==> src/rtl/cpu_send_pkg.sv <==
// Shared types and the round-robin pick helper for the CPU send arbiter.
// Widths used by the helper are sized for the largest supported port count.
package cpu_send_pkg;

    localparam int N_CPU_DEF  = 4;
    localparam int DATA_W_DEF = 64;
    localparam int MAX_CPU    = 32;
    localparam int MAX_IDX_W  = 5;

    typedef logic [$clog2(N_CPU_DEF)-1:0] cpu_idx_t;
    typedef logic [DATA_W_DEF-1:0]        data_t;

    typedef struct packed {
        logic                 found;
        logic [MAX_IDX_W-1:0] idx;
    } pick_t;

    // First set bit of req at or after ptr, wrapping modulo n.
    function automatic pick_t rr_pick(input logic [MAX_CPU-1:0] req,
                                      input int unsigned        ptr,
                                      input int unsigned        n);
        pick_t       r;
        int unsigned j;
        r = '0;
        for (int unsigned k = 0; k < MAX_CPU; k++) begin
            if (k < n) begin
                j = ptr + k;
                if (j >= n) j = j - n;
                if (!r.found && req[j[MAX_IDX_W-1:0]]) begin
                    r.found = 1'b1;
                    r.idx   = j[MAX_IDX_W-1:0];
                end
            end
        end
        return r;
    endfunction

endpackage

==> src/rtl/cpu_send_if.sv <==
// Producer/consumer bus of the CPU send arbiter; slave is the arbiter side.
interface cpu_send_if #(
    parameter int N_CPU  = cpu_send_pkg::N_CPU_DEF,
    parameter int DATA_W = cpu_send_pkg::DATA_W_DEF,
    parameter int CNT_W  = 16
);
    localparam int IDX_W = $clog2(N_CPU);

    logic [N_CPU-1:0]        in_vld;
    logic [N_CPU*DATA_W-1:0] in_data;
    logic [N_CPU-1:0]        in_done;
    logic                    out_vld;
    logic [DATA_W-1:0]       out_data;
    logic [IDX_W-1:0]        out_idx;
    logic                    out_rdy;
    logic                    all_done;
    logic [N_CPU*CNT_W-1:0]  drop_cnt;

    modport master (
        output in_vld, in_data, in_done, out_rdy,
        input  out_vld, out_data, out_idx, all_done, drop_cnt
    );

    modport slave (
        input  in_vld, in_data, in_done, out_rdy,
        output out_vld, out_data, out_idx, all_done, drop_cnt
    );
endinterface

==> src/rtl/cpu_send_fifo.sv <==
// Per-producer synchronous FIFO; pointers carry an extra wrap bit so full and
// empty are distinguished without a separate flag.
module cpu_send_fifo #(
    parameter  int DEPTH = 4,
    parameter  int W     = 64,
    localparam int AW    = $clog2(DEPTH)
) (
    input  logic         clk,
    input  logic         rst,
    input  logic         push_i,
    input  logic         pop_i,
    input  logic [W-1:0] din_i,
    output logic [W-1:0] dout_o,
    output logic         full_o,
    output logic         empty_o,
    output logic [AW:0]  count_o
);

    logic [W-1:0] mem_q [DEPTH];
    logic [AW:0]  wptr_q, rptr_q;
    logic         push_ok, pop_ok;

    assign count_o = wptr_q - rptr_q;
    assign full_o  = (count_o == (AW+1)'(DEPTH));
    assign empty_o = (count_o == '0);
    assign dout_o  = mem_q[rptr_q[AW-1:0]];
    assign push_ok = push_i & ~full_o;
    assign pop_ok  = pop_i & ~empty_o;

    always_ff @(posedge clk or posedge rst) begin
        if (rst) begin
            wptr_q <= '0;
            rptr_q <= '0;
        end else begin
            if (push_ok) wptr_q <= wptr_q + (AW+1)'(1);
            if (pop_ok)  rptr_q <= rptr_q + (AW+1)'(1);
        end
    end

    // NOTE: storage is deliberately not reset; the pointers alone define which entries are valid.
    always_ff @(posedge clk) begin
        if (push_ok) mem_q[wptr_q[AW-1:0]] <= din_i;
    end

endmodule

==> src/rtl/cpu_send_arbiter.sv <==
// Shares one send channel between N_CPU fire-and-forget producers: per-port
// FIFOs, round-robin grant into a single output slot, and global done tracking.
module cpu_send_arbiter
    import cpu_send_pkg::*;
#(
    parameter int N_CPU      = N_CPU_DEF,
    parameter int DATA_W     = DATA_W_DEF,
    parameter int FIFO_DEPTH = 4,
    parameter int CNT_W      = 16
) (
    input logic       clk,
    input logic       rst,
    cpu_send_if.slave bus
);

    localparam int IDX_W = $clog2(N_CPU);
    localparam int CW    = $clog2(FIFO_DEPTH) + 1;

    logic [N_CPU-1:0]  fifo_push, fifo_pop, fifo_full, fifo_empty;
    logic [DATA_W-1:0] fifo_dout [N_CPU];
    logic [CW-1:0]     fifo_cnt  [N_CPU];
    logic [CNT_W-1:0]  drop_q    [N_CPU];

    for (genvar i = 0; i < N_CPU; i++) begin : g_port
        // Full comes from the registered count, so a same-cycle pop never makes room.
        assign fifo_push[i] = bus.in_vld[i] & ~fifo_full[i];

        cpu_send_fifo #(.DEPTH(FIFO_DEPTH), .W(DATA_W)) u_fifo (
            .clk     (clk),
            .rst     (rst),
            .push_i  (fifo_push[i]),
            .pop_i   (fifo_pop[i]),
            .din_i   (bus.in_data[i*DATA_W +: DATA_W]),
            .dout_o  (fifo_dout[i]),
            .full_o  (fifo_full[i]),
            .empty_o (fifo_empty[i]),
            .count_o (fifo_cnt[i])
        );

        always_ff @(posedge clk or posedge rst) begin
            if (rst) begin
                drop_q[i] <= '0;
            end else if (bus.in_vld[i] && fifo_full[i] && drop_q[i] != '1) begin
                drop_q[i] <= drop_q[i] + CNT_W'(1);
            end
        end

        assign bus.drop_cnt[i*CNT_W +: CNT_W] = drop_q[i];
    end

    logic              out_vld_q, out_vld_d;
    logic [DATA_W-1:0] out_data_q, out_data_d;
    logic [IDX_W-1:0]  out_idx_q, out_idx_d;
    logic [IDX_W-1:0]  rr_ptr_q, rr_ptr_d;
    logic [N_CPU-1:0]  done_seen_q, done_seen_d;
    logic              all_done_q, all_done_d;
    logic              load, drained;
    logic [IDX_W-1:0]  grant;
    pick_t             pick;

    // NOTE: every signal assigned here gets a default first, so no path can infer a latch.
    always_comb begin
        load        = ~out_vld_q | bus.out_rdy;
        pick        = rr_pick(MAX_CPU'(~fifo_empty), 32'(rr_ptr_q), N_CPU);
        grant       = pick.idx[IDX_W-1:0];
        fifo_pop    = '0;
        out_vld_d   = out_vld_q;
        out_data_d  = out_data_q;
        out_idx_d   = out_idx_q;
        rr_ptr_d    = rr_ptr_q;
        drained     = 1'b1;
        for (int i = 0; i < N_CPU; i++) begin
            if (fifo_cnt[i] != '0) drained = 1'b0;
        end

        if (load) begin
            if (pick.found) begin
                out_vld_d       = 1'b1;
                out_data_d      = fifo_dout[grant];
                out_idx_d       = grant;
                fifo_pop[grant] = 1'b1;
                rr_ptr_d        = (grant == IDX_W'(N_CPU-1)) ? '0 : grant + IDX_W'(1);
            end else begin
                out_vld_d = 1'b0;
            end
        end

        done_seen_d = done_seen_q | bus.in_done;
        all_done_d  = all_done_q | (&done_seen_q & drained & ~out_vld_q);
    end

    // NOTE: sequential state is written only with non-blocking assignments.
    always_ff @(posedge clk or posedge rst) begin
        if (rst) begin
            out_vld_q   <= 1'b0;
            out_data_q  <= '0;
            out_idx_q   <= '0;
            rr_ptr_q    <= '0;
            done_seen_q <= '0;
            all_done_q  <= 1'b0;
        end else begin
            out_vld_q   <= out_vld_d;
            out_data_q  <= out_data_d;
            out_idx_q   <= out_idx_d;
            rr_ptr_q    <= rr_ptr_d;
            done_seen_q <= done_seen_d;
            all_done_q  <= all_done_d;
        end
    end

    assign bus.out_vld  = out_vld_q;
    assign bus.out_data = out_data_q;
    assign bus.out_idx  = out_idx_q;
    assign bus.all_done = all_done_q;

endmodule
==> src/flat_wrapper.sv <==
// flat-port wrapper written by rule: the top's interface ports become plain ports
module cpu_send_arbiter_flat import cpu_send_pkg::*;
#(
    parameter int N_CPU      = N_CPU_DEF,
    parameter int DATA_W     = DATA_W_DEF,
    parameter int FIFO_DEPTH = 4,
    parameter int CNT_W      = 16
)
  (clk, rst, bus_in_vld, bus_in_data, bus_in_done, bus_out_rdy, bus_out_vld, bus_out_data, bus_out_idx, bus_all_done, bus_drop_cnt);
  cpu_send_if #(.N_CPU(N_CPU), .DATA_W(DATA_W), .CNT_W(CNT_W)) bus_i ();
  input logic clk;
  input logic rst;
  input wire logic [$bits(bus_i.in_vld)-1:0] bus_in_vld;
  input wire logic [$bits(bus_i.in_data)-1:0] bus_in_data;
  input wire logic [$bits(bus_i.in_done)-1:0] bus_in_done;
  input wire logic [$bits(bus_i.out_rdy)-1:0] bus_out_rdy;
  output wire logic [$bits(bus_i.out_vld)-1:0] bus_out_vld;
  output wire logic [$bits(bus_i.out_data)-1:0] bus_out_data;
  output wire logic [$bits(bus_i.out_idx)-1:0] bus_out_idx;
  output wire logic [$bits(bus_i.all_done)-1:0] bus_all_done;
  output wire logic [$bits(bus_i.drop_cnt)-1:0] bus_drop_cnt;
  assign bus_i.in_vld = bus_in_vld;
  assign bus_i.in_data = bus_in_data;
  assign bus_i.in_done = bus_in_done;
  assign bus_i.out_rdy = bus_out_rdy;
  assign bus_out_vld = bus_i.out_vld;
  assign bus_out_data = bus_i.out_data;
  assign bus_out_idx = bus_i.out_idx;
  assign bus_all_done = bus_i.all_done;
  assign bus_drop_cnt = bus_i.drop_cnt;
  cpu_send_arbiter #(.N_CPU(N_CPU), .DATA_W(DATA_W), .FIFO_DEPTH(FIFO_DEPTH), .CNT_W(CNT_W)) u_core (.clk(clk), .rst(rst), .bus(bus_i));
endmodule
==> config.mk <==
export PLATFORM = sky130hd
export DESIGN_NAME = cpu_send_arbiter_flat
export DESIGN_NICKNAME = d
export VERILOG_FILES = /design/src/rtl/cpu_send_pkg.sv /design/src/rtl/cpu_send_if.sv /design/src/rtl/cpu_send_fifo.sv /design/src/rtl/cpu_send_arbiter.sv /design/src/flat_wrapper.sv
export SDC_FILE = /design/constraint.sdc
export NUM_CORES = 1
export LEC_CHECK = 0
export ABC_CLOCK_PERIOD_IN_PS = 6400
export CAP_MARGIN = 30
export CORE_ASPECT_RATIO = 0.7
export CORE_UTILIZATION = 30
export CTS_BUF_LIST = sky130_fd_sc_hd__clkbuf_16
export DETAILED_ROUTE_END_ITERATION = 10
export GPL_ROUTABILITY_DRIVEN = 0
export PLACE_DENSITY = 0.46
export RECOVER_POWER = 100
export SETUP_SLACK_MARGIN = 0.2
export SLEW_MARGIN = 10
export SYNTH_ARGS = -nofsm -noshare
export SYNTH_HDL_FRONTEND = slang
export SYNTH_SLANG_ARGS = --single-unit
==> constraint.sdc <==
create_clock -name clk -period 6.4 [get_ports clk]
set_input_delay 1.28 -clock clk [delete_from_list [all_inputs] [get_ports clk]]
set_output_delay 1.28 -clock clk [all_outputs]
set_load 0.02 [all_outputs]
==> results of run 1 <==
metal layers:
metal | track usage, % | up-vias | part of all wire, %
li1 | - | 9938 | -
met1 | 22.4 | 12300 | 42
met2 | 29.5 | 784 | 50
met3 | 3.89 | 350 | 5.5
met4 | 3.08 | 30 | 2.4
met5 | 0 | - | 0.13
flip-flops by register name, indices dropped and copies added (netlist names):
name / cells
u_core.g_port.u_fifo.rptr_q: 12
u_core.bus.all_done: 1
u_core.g_port.u_fifo.wptr_q: 12
u_core.bus.out_idx: 2
u_core.bus.out_vld: 1
u_core.bus.drop_cnt: 64
u_core.bus.out_data: 64
u_core.rr_ptr_q: 2
u_core.g_port.u_fifo.mem_q: 1024
u_core.done_seen_q: 4
area by class of cell:
type / instances / area, µm² / share of cell area [%]
tap: 1996 / 2500 / 4.45
inverter: 24 / 97.6 / 0.174
antenna: 11 / 27.5 / 0.0490
multi-input combinational: 864 / 10600 / 18.9
clock inverter: 105 / 797 / 1.42
sequential: 1186 / 34800 / 62.0
clock buffer: 120 / 3000 / 5.34
timing repair buffer: 439 / 4340 / 7.72
cells in the mapped netlist (2+ instances only):
| cell type | number |
|---|---|
| o2111ai_1 | 2 |
| buf_6 | 5 |
| buf_4 | 9 |
| inv_1 | 23 |
| o21ai_0 | 11 |
| ha_1 | 35 |
| mux2i_1 | 128 |
| a31oi_1 | 65 |
| buf_2 | 10 |
| a21oi_1 | 3 |
| nor3_1 | 15 |
| xnor2_1 | 59 |
| and3_1 | 13 |
| nand3_1 | 17 |
| o211a_1 | 4 |
| nor2_1 | 20 |
| or2_2 | 6 |
| o2bb2ai_1 | 64 |
| and2_1 | 17 |
| clkbuf_1 | 69 |
| mux4_2 | 257 |
| o31ai_1 | 2 |
| xor2_1 | 27 |
| nand2b_1 | 3 |
| mux2_2 | 6 |
| a31o_2 | 2 |
| nand4_1 | 22 |
| nand2_1 | 52 |
| buf_1 | 10 |
| dfrtp_1 | 162 |
| nor2b_1 | 11 |
| o211ai_1 | 4 |
| edfxtp_1 | 1024 |
| and4_1 | 3 |
how the worst max path moves through the flow:
| stage | slack [ps] | to | start |
|---|---|---|---|
| 2_1_floorplan | 740 | u_core.bus.all_done | rst |
| 3_3_place_gp | 1950 | u_core.g_port[3].u_fifo.rptr_q[1] | u_core.g_port[3].u_fifo.rptr_q[0] |
| 3_5_place_dp | 1900 | u_core.g_port[2].u_fifo.rptr_q[2] | u_core.g_port[3].u_fifo.rptr_q[0] |
| 4_1_cts | 1880 | u_core.g_port[2].u_fifo.rptr_q[2] | u_core.g_port[3].u_fifo.rptr_q[0] |
| 5_1_grt | 810 | u_core.g_port[1].u_fifo.mem_q[3][2] | u_core.g_port[1].u_fifo.rptr_q[1] |
| 6_report | 1190 | u_core.g_port[1].u_fifo.mem_q[3][5] | u_core.g_port[1].u_fifo.rptr_q[1] |
layout by cell type (no fill, tap or decap), drive strengths merged, types with 7 or more instances in the layout:
cell,count
a31oi,65
and2,17
and3,13
buf,24
bufinv,10
clkbuf,137
clkinv,58
clkinvlp,7
dfrtp,162
diode,11
dlygate4sd3,393
edfxtp,1024
ha,35
inv,54
mux2i,128
mux4,257
nand2,52
nand3,17
nand4,22
nor2,20
nor2b,11
nor3,15
o21ai,13
o2bb2ai,64
xnor2,59
xor2,27
worst max-delay path, cell delays in order (launching register included):
cell and delay, ps:
dfrtp_1 1330, inv_1 130, ha_1 250, nor2b_1 160, xnor2_1 180, nor2_1 100
nor2b_1 360, and2_2 1290, clkbuf_2 890
logic make-up (layout without fill, tap and decap cells):
kind of cell             count (synthesis)  in the layout  synth area share, %
AO/OA/AOI/OAI                          169            169                 2.77
multiplexers                           391            391                 15.5
other                                    0             11                    0
flip-flops                            1186           1186                 75.8
AND/OR/NAND/NOR                        183            183                 2.07
adder cells (fa/ha/maj)                 35             35                0.954
XOR/XNOR                                86             86                 1.64
buffers and inverters                  127            688                 1.22
power by group through the flow:
stage / logic [mW] / clock network (mW) / registers (mW)
global route: 10.9 / 7.31 / 11.7
CTS: 10.5 / 7.02 / 11.6
detailed placement: 10.5 / 0 / 11.8
floorplan: 6.60 / 0 / 11.4
global placement: 10.4 / 0 / 11.7
finish: 10.1 / 6.82 / 11.5
stage by stage:
stage	power, mW	setup slack [ps]
2_1_floorplan	18.0	743
3_3_place_gp	22.0	1950
3_5_place_dp	22.3	1900
4_1_cts	29.2	1880
5_1_grt	29.9	812
6_report	28.5	1190
==> summary.md, run 1 <==
| Metric | Value |
|---|---|
| Pwr Density | `between 500 and 600 nW/µm²` |
| Int Pwr | `roughly 18 mW` |
| Dpl cells | `about 4,500` |
| First-pass GRT wire length | `approximately 190,000 µm` |
| Cell Area, Placed | `52,400 µm²` |
| TNS Setup | `0 ps` |
| Comb pwr share | `35.6%` |
| Drt first-iter violations | `roughly 1,700` |
| Gr usage total | `around 17%` |
| Filler cells | `about 14,000` |
| DRT Pass-1 Iters | `5` |
| Vias in the first global route | `~24,000` |
| Layout Skew | `between 30 and 40 ps` |
| Post-CTS Repair Setup Buffers | `0` |
| Post-route non-filler standard cell count | `4,745` |
| Synth top area share | `67.0%` |
| Number of synthesized flops with an enable pin | `between 1,000 and 1,500` |
| Max clock buf depth | `3` |
| Worst-path clk slew | `around 60 ps` |
| Failing checks | `capacitance limit, slew limit` |
| Worst vdd ir | `between 1 and 1.5 mV` |
| I/O pin count | `399` |
| Net Sw Frac | `a little over a third` |
| Routed WL per cell | `between 20 and 30 µm` |
| Core Footprint | `approximately 150,000 µm²` |
| CP Launch Type | `register` |
| Final Cycle Share | `between 80 and 90%` |
| Ys flop type | `edfxtp_1` |
| Final setup viols | `0` |
| Worst R2R End | `u_core.g_port[1].u_fifo.mem_q[3][5]` |
| Final WL | `roughly 130,000 µm` |
| Overflow after GRT | `0` |
| Switching pwr | `roughly 10 mW` |
| Max_slew headroom | `-56.4%` |
| Post-Synthesis Cells | `around 2,200` |
| Design Area, Final | `roughly 56,000 µm²` |
| Final Core Density | `37.2%` |
| Synth top area cells | `edfxtp_1, mux4_2, dfrtp_1` |
| Share of power burned in the clock network | `a little under a quarter` |
| Req. time, crit path | `around 6800 ps` |
| Critical Path AT | `around 5600 ps` |
| # DRC | `0` |
| Synth Warn # | `0` |
| Actual slew at the worst max-slew pin | `about 2300 ps` |
| Tightest Hold Check Type | `reg2reg` |
| Hold path cells | `1` |
| Sequential share of the synthesized area | `between 70% and 80%` |
| H-tree levels | `3` |
| Hold path endpoint | `u_core.done_seen_q[3]` |
| Crit path capture type | `register` |
| Vias/cell | `4.94` |
| Hold slack | `between 400 and 500 ps` |
| Clock Latency Late Sink | `between 700 and 800 ps` |
| Share of power burned in registers | `approximately two fifths` |
| DP HPWL | `roughly 88,000 µm` |
| Run status | `finished, violations left` |
| Die area | `about 150,000 µm²` |
| Reg-to-reg startpoint | `u_core.g_port[1].u_fifo.rptr_q[1]` |
| Min-delay src | `u_core.done_seen_q[3]` |
| Max-cap violation count | `9` |
| CTS Hold Bufs | `0` |
| Area Overhead vs Synth | `22.4%` |
| Chip height | `~330 µm` |
| Pins Over Slew Limit | `~280` |
| Maximum clock frequency | `between 0.15 and 0.2 GHz` |
| Post-synth top area cell | `edfxtp_1` |
| Largest net degree at the start of global routing | `108` |
| Reg2reg path depth | `8` |
| CP Max Fanout | `44` |
| Mean post-synth cell area | `roughly 21 µm²` |
| Yosys reg bits | `between 1,000 and 1,500` |
| Share of cells above drive strength 1 | `between 15 and 20%` |
| CTS Buf Count | `about 120` |
| Num rows | `approximately 120` |
| TritonCTS clock tree | `built` |
| Initial antenna violation count | `between 100 and 150` |
| Lkg Pwr | `~19 nW` |
| Initial Util | `30.4%` |
| Final hold viol count | `0` |
| Die width | `470 µm` |
| Syn_nets | `between 2,000 and 2,500` |
| Final #Nets | `just under 3,000` |
| Setup CP Type | `reg2reg` |
| CTS sink count | `approximately 1,200` |
| Buffers on Ports | `398` |
| Post-synth cell types | `51` |
| R2R setup slack | `1190 ps` |
| CTS root buf | `clkbuf_16` |
| CTS resizes | `0` |
| Via count | `~23,000` |
| Post-layout minimum cycle time | `5210 ps` |
| Synth Cell Area | `45,900 µm²` |
| RSZ-0062 raised after global routing | `false` |
| Post-synth ARST share | `between 10% and 20%` |
| Antenna viol nets, final | `0` |
(Power assumes the default switching activity.)
==> run 2: changes to the inputs <==
--- a/config.mk
+++ b/config.mk
@@ -5,14 +5,14 @@
 export SDC_FILE = /design/constraint.sdc
 export NUM_CORES = 1
 export LEC_CHECK = 0
-export ABC_CLOCK_PERIOD_IN_PS = 6400
+export ABC_CLOCK_PERIOD_IN_PS = 4780
 export CAP_MARGIN = 30
 export CORE_ASPECT_RATIO = 0.7
 export CORE_UTILIZATION = 30
 export CTS_BUF_LIST = sky130_fd_sc_hd__clkbuf_16
 export DETAILED_ROUTE_END_ITERATION = 10
 export GPL_ROUTABILITY_DRIVEN = 0
-export PLACE_DENSITY = 0.46
+export PLACE_DENSITY = 0.48
 export RECOVER_POWER = 100
 export SETUP_SLACK_MARGIN = 0.2
 export SLEW_MARGIN = 10
==> constraint.sdc (replaced) <==
create_clock -name clk -period 4.78 [get_ports clk]
set_input_delay 0.956 -clock clk [delete_from_list [all_inputs] [get_ports clk]]
set_output_delay 0.956 -clock clk [all_outputs]
set_load 0.02 [all_outputs]
==> run 2 against run 1 <==
  * The run still ends with capacitance limit, slew limit left
  * Total power is 35% higher
  * Final area is 0.52% higher
  * Worst setup slack worse by 690 ps
  * Critical endpoint is now u_core.g_port[3].u_fifo.mem_q[2][47]
  * Non-clock buffer count is 33 higher
  * Sequential cell count stayed put
  * Critical path type unchanged
  * Die area stayed put
  * Wire length is 0.77% higher
==> summary.md, run 2 (same netlist as run 1, synthesis figures left out) <==
| Metric | Value |
|---|---|
| Max clock buf depth | `3` |
| Final Cycle Share | `around 90%` |
| Share of cells above drive strength 1 | `18.6%` |
| Run status | `finished, violations left` |
| CP Launch Type | `register` |
| Largest net degree at the start of global routing | `67` |
| Antenna viol nets, final | `0` |
| Crit path capture type | `register` |
| Initial antenna violation count | `a little over 100` |
| Tightest Hold Check Type | `reg2reg` |
| Overflow after GRT | `0` |
| Post-layout minimum cycle time | `4280 ps` |
| CTS Buf Count | `about 120` |
| Req. time, crit path | `a little over 5000 ps` |
| Via count | `roughly 24,000` |
| Worst-path clk slew | `70 ps` |
| DP HPWL | `between 80,000 and 90,000 µm` |
| Actual slew at the worst max-slew pin | `1980 ps` |
| Vias/cell | `between 4 and 5` |
| CTS root buf | `clkbuf_16` |
| Routed WL per cell | `28.1 µm` |
| Lkg Pwr | `slightly below 20 nW` |
| Initial Util | `30.4%` |
| Final setup viols | `0` |
| CP Max Fanout | `26` |
| Clock Latency Late Sink | `~750 ps` |
| RSZ-0062 raised after global routing | `false` |
| Gr usage total | `about 17%` |
| CTS Hold Bufs | `0` |
| Die area | `approximately 150,000 µm²` |
| Buffers on Ports | `between 300 and 400` |
| Maximum clock frequency | `0.234 GHz` |
| Post-CTS Repair Setup Buffers | `0` |
| Pwr Density | `682 nW/µm²` |
| H-tree levels | `3` |
| Die width | `approximately 470 µm` |
| Core Footprint | `between 150,000 and 200,000 µm²` |
| Area Overhead vs Synth | `23.0%` |
| Failing checks | `capacitance limit, slew limit` |
| Worst vdd ir | `just under 0.9 mV` |
| Setup CP Type | `reg2reg` |
| Met2 WL | `between 60,000 and 70,000 µm` |
| Most frequent cells in the layout | `edfxtp_1, dlygate4sd3_1, mux4_2` |
| WL met3 | `roughly 7600 µm` |
| TNS Setup | `0 ps` |
| Final Core Density | `between 30% and 40%` |
| Layout Skew | `between 30 and 40 ps` |
| Chip height | `329 µm` |
| Met1 WL | `between 50,000 and 60,000 µm` |
| Max_slew headroom | `-32.1%` |
| Max-cap violation count | `5` |
| Vias in the first global route | `~25,000` |
| CTS sink count | `1,186` |
| CTS resizes | `0` |
| DR top layer | `met5` |
| Num rows | `around 120` |
| Max reg flops | `between 1,000 and 1,500` |
| Commonest non-fill, non-tap cell in the layout | `edfxtp_1` |
| DRT Pass-1 Iters | `5` |
| Filler cells | `13,700` |
| TritonCTS clock tree | `built` |
| I/O pin count | `399` |
| Final #Nets | `roughly 3,000` |
| # DRC | `0` |
| First-pass GRT wire length | `189,000 µm` |
| Final WL | `134,000 µm` |
| Final hold viol count | `0` |
| Drt first-iter violations | `approximately 1,900` |
| Pins Over Slew Limit | `116` |
| Critical Path AT | `approximately 4700 ps` |
[run 2: cell types whose count changed in the layout (fill, tap and decap cells not counted), moves of 3 or more]
cell	delta
and2_2	+8
clkinv_4	+3
clkbuf_4	+4
buf_12	+13
and2_4	-12
clkinv_2	-9
inv_1	+9
clkbuf_1	+6
and2_1	+4
clkinvlp_4	-3
clkbuf_2	+11
[run 2: path summary, 6_finish.rpt]
path / from / to / slack [ps] / cells past startpoint
max in group asynchronous: rst / u_core.g_port[2].u_fifo.rptr_q[0] / 870 / 4
setup / recovery: u_core.g_port[3].u_fifo.rptr_q[1] / u_core.g_port[3].u_fifo.mem_q[2][47] / 500 / 8
min in group asynchronous: rst / u_core.bus.drop_cnt[35] / 580 / 2
setup reg to reg: u_core.g_port[3].u_fifo.rptr_q[1] / u_core.g_port[3].u_fifo.mem_q[2][47] / 500 / 8
hold / removal: u_core.done_seen_q[1] / u_core.done_seen_q[1] / 460 / 1
hold reg to reg: u_core.done_seen_q[1] / u_core.done_seen_q[1] / 460 / 1
[run 2: report_power, final]
group	switching (mW)	leakage (nW)	total (mW)	internal (mW)
Sequential	0.988	11.3	15.1	14.1
Combinational	8.65	6.02	14.4	5.73
Clock	4.03	1.97	9.06	5.03
Total	13.7	19.3	38.5	24.9
[run 2: worst max-delay path: stages, from the launching register on]
cell and delay, ps:
dfrtp_4 610, inv_1 110, ha_1 190, nor2b_1 230, xor2_1 280, nor2_1 200, nor2b_1 700, and2_2 990
clkbuf_2 540
[run 2: layout make-up]
| cell class | count | area, µm² | share of cell area, % |
|---|---|---|---|
| Multi-Input combinational cell | 864 | 10600 | 18.7 |
| Clock inverter | 106 | 754 | 1.34 |
| Sequential cell | 1186 | 34800 | 61.7 |
| Tap cell | 1996 | 2500 | 4.42 |
| Inverter | 24 | 91.3 | 0.162 |
| Clock buffer | 120 | 3000 | 5.32 |
| Antenna cell | 11 | 27.5 | 0.0487 |
| Timing Repair Buffer | 472 | 4680 | 8.29 |
[run 2: through the flow]
| stage | instance area (µm²) | std cells | hold slack (ps) | setup WS (ps) | total power, mW |
|---|---|---|---|---|---|
| after global placement | 52800 | 4535 | 452 | 434 | 30.0 |
| final | 56500 | 4779 | 461 | 500 | 38.5 |
| after CTS | 56600 | 4764 | 463 | 427 | 39.5 |
| after global routing | 56500 | 4772 | 481 | 176 | 40.4 |
| after detailed placement | 52800 | 4538 | 449 | 443 | 30.3 |
| after floorplan | 45900 | 2177 | 437 | 747 | 24.1 |
[run 2: metal layers]
metal	vias to the layer above	track usage (%)
met5	-	0
met4	24	3.85
met3	347	3.68
met2	851	29.5
met1	12500	22.6
li1	10000	-
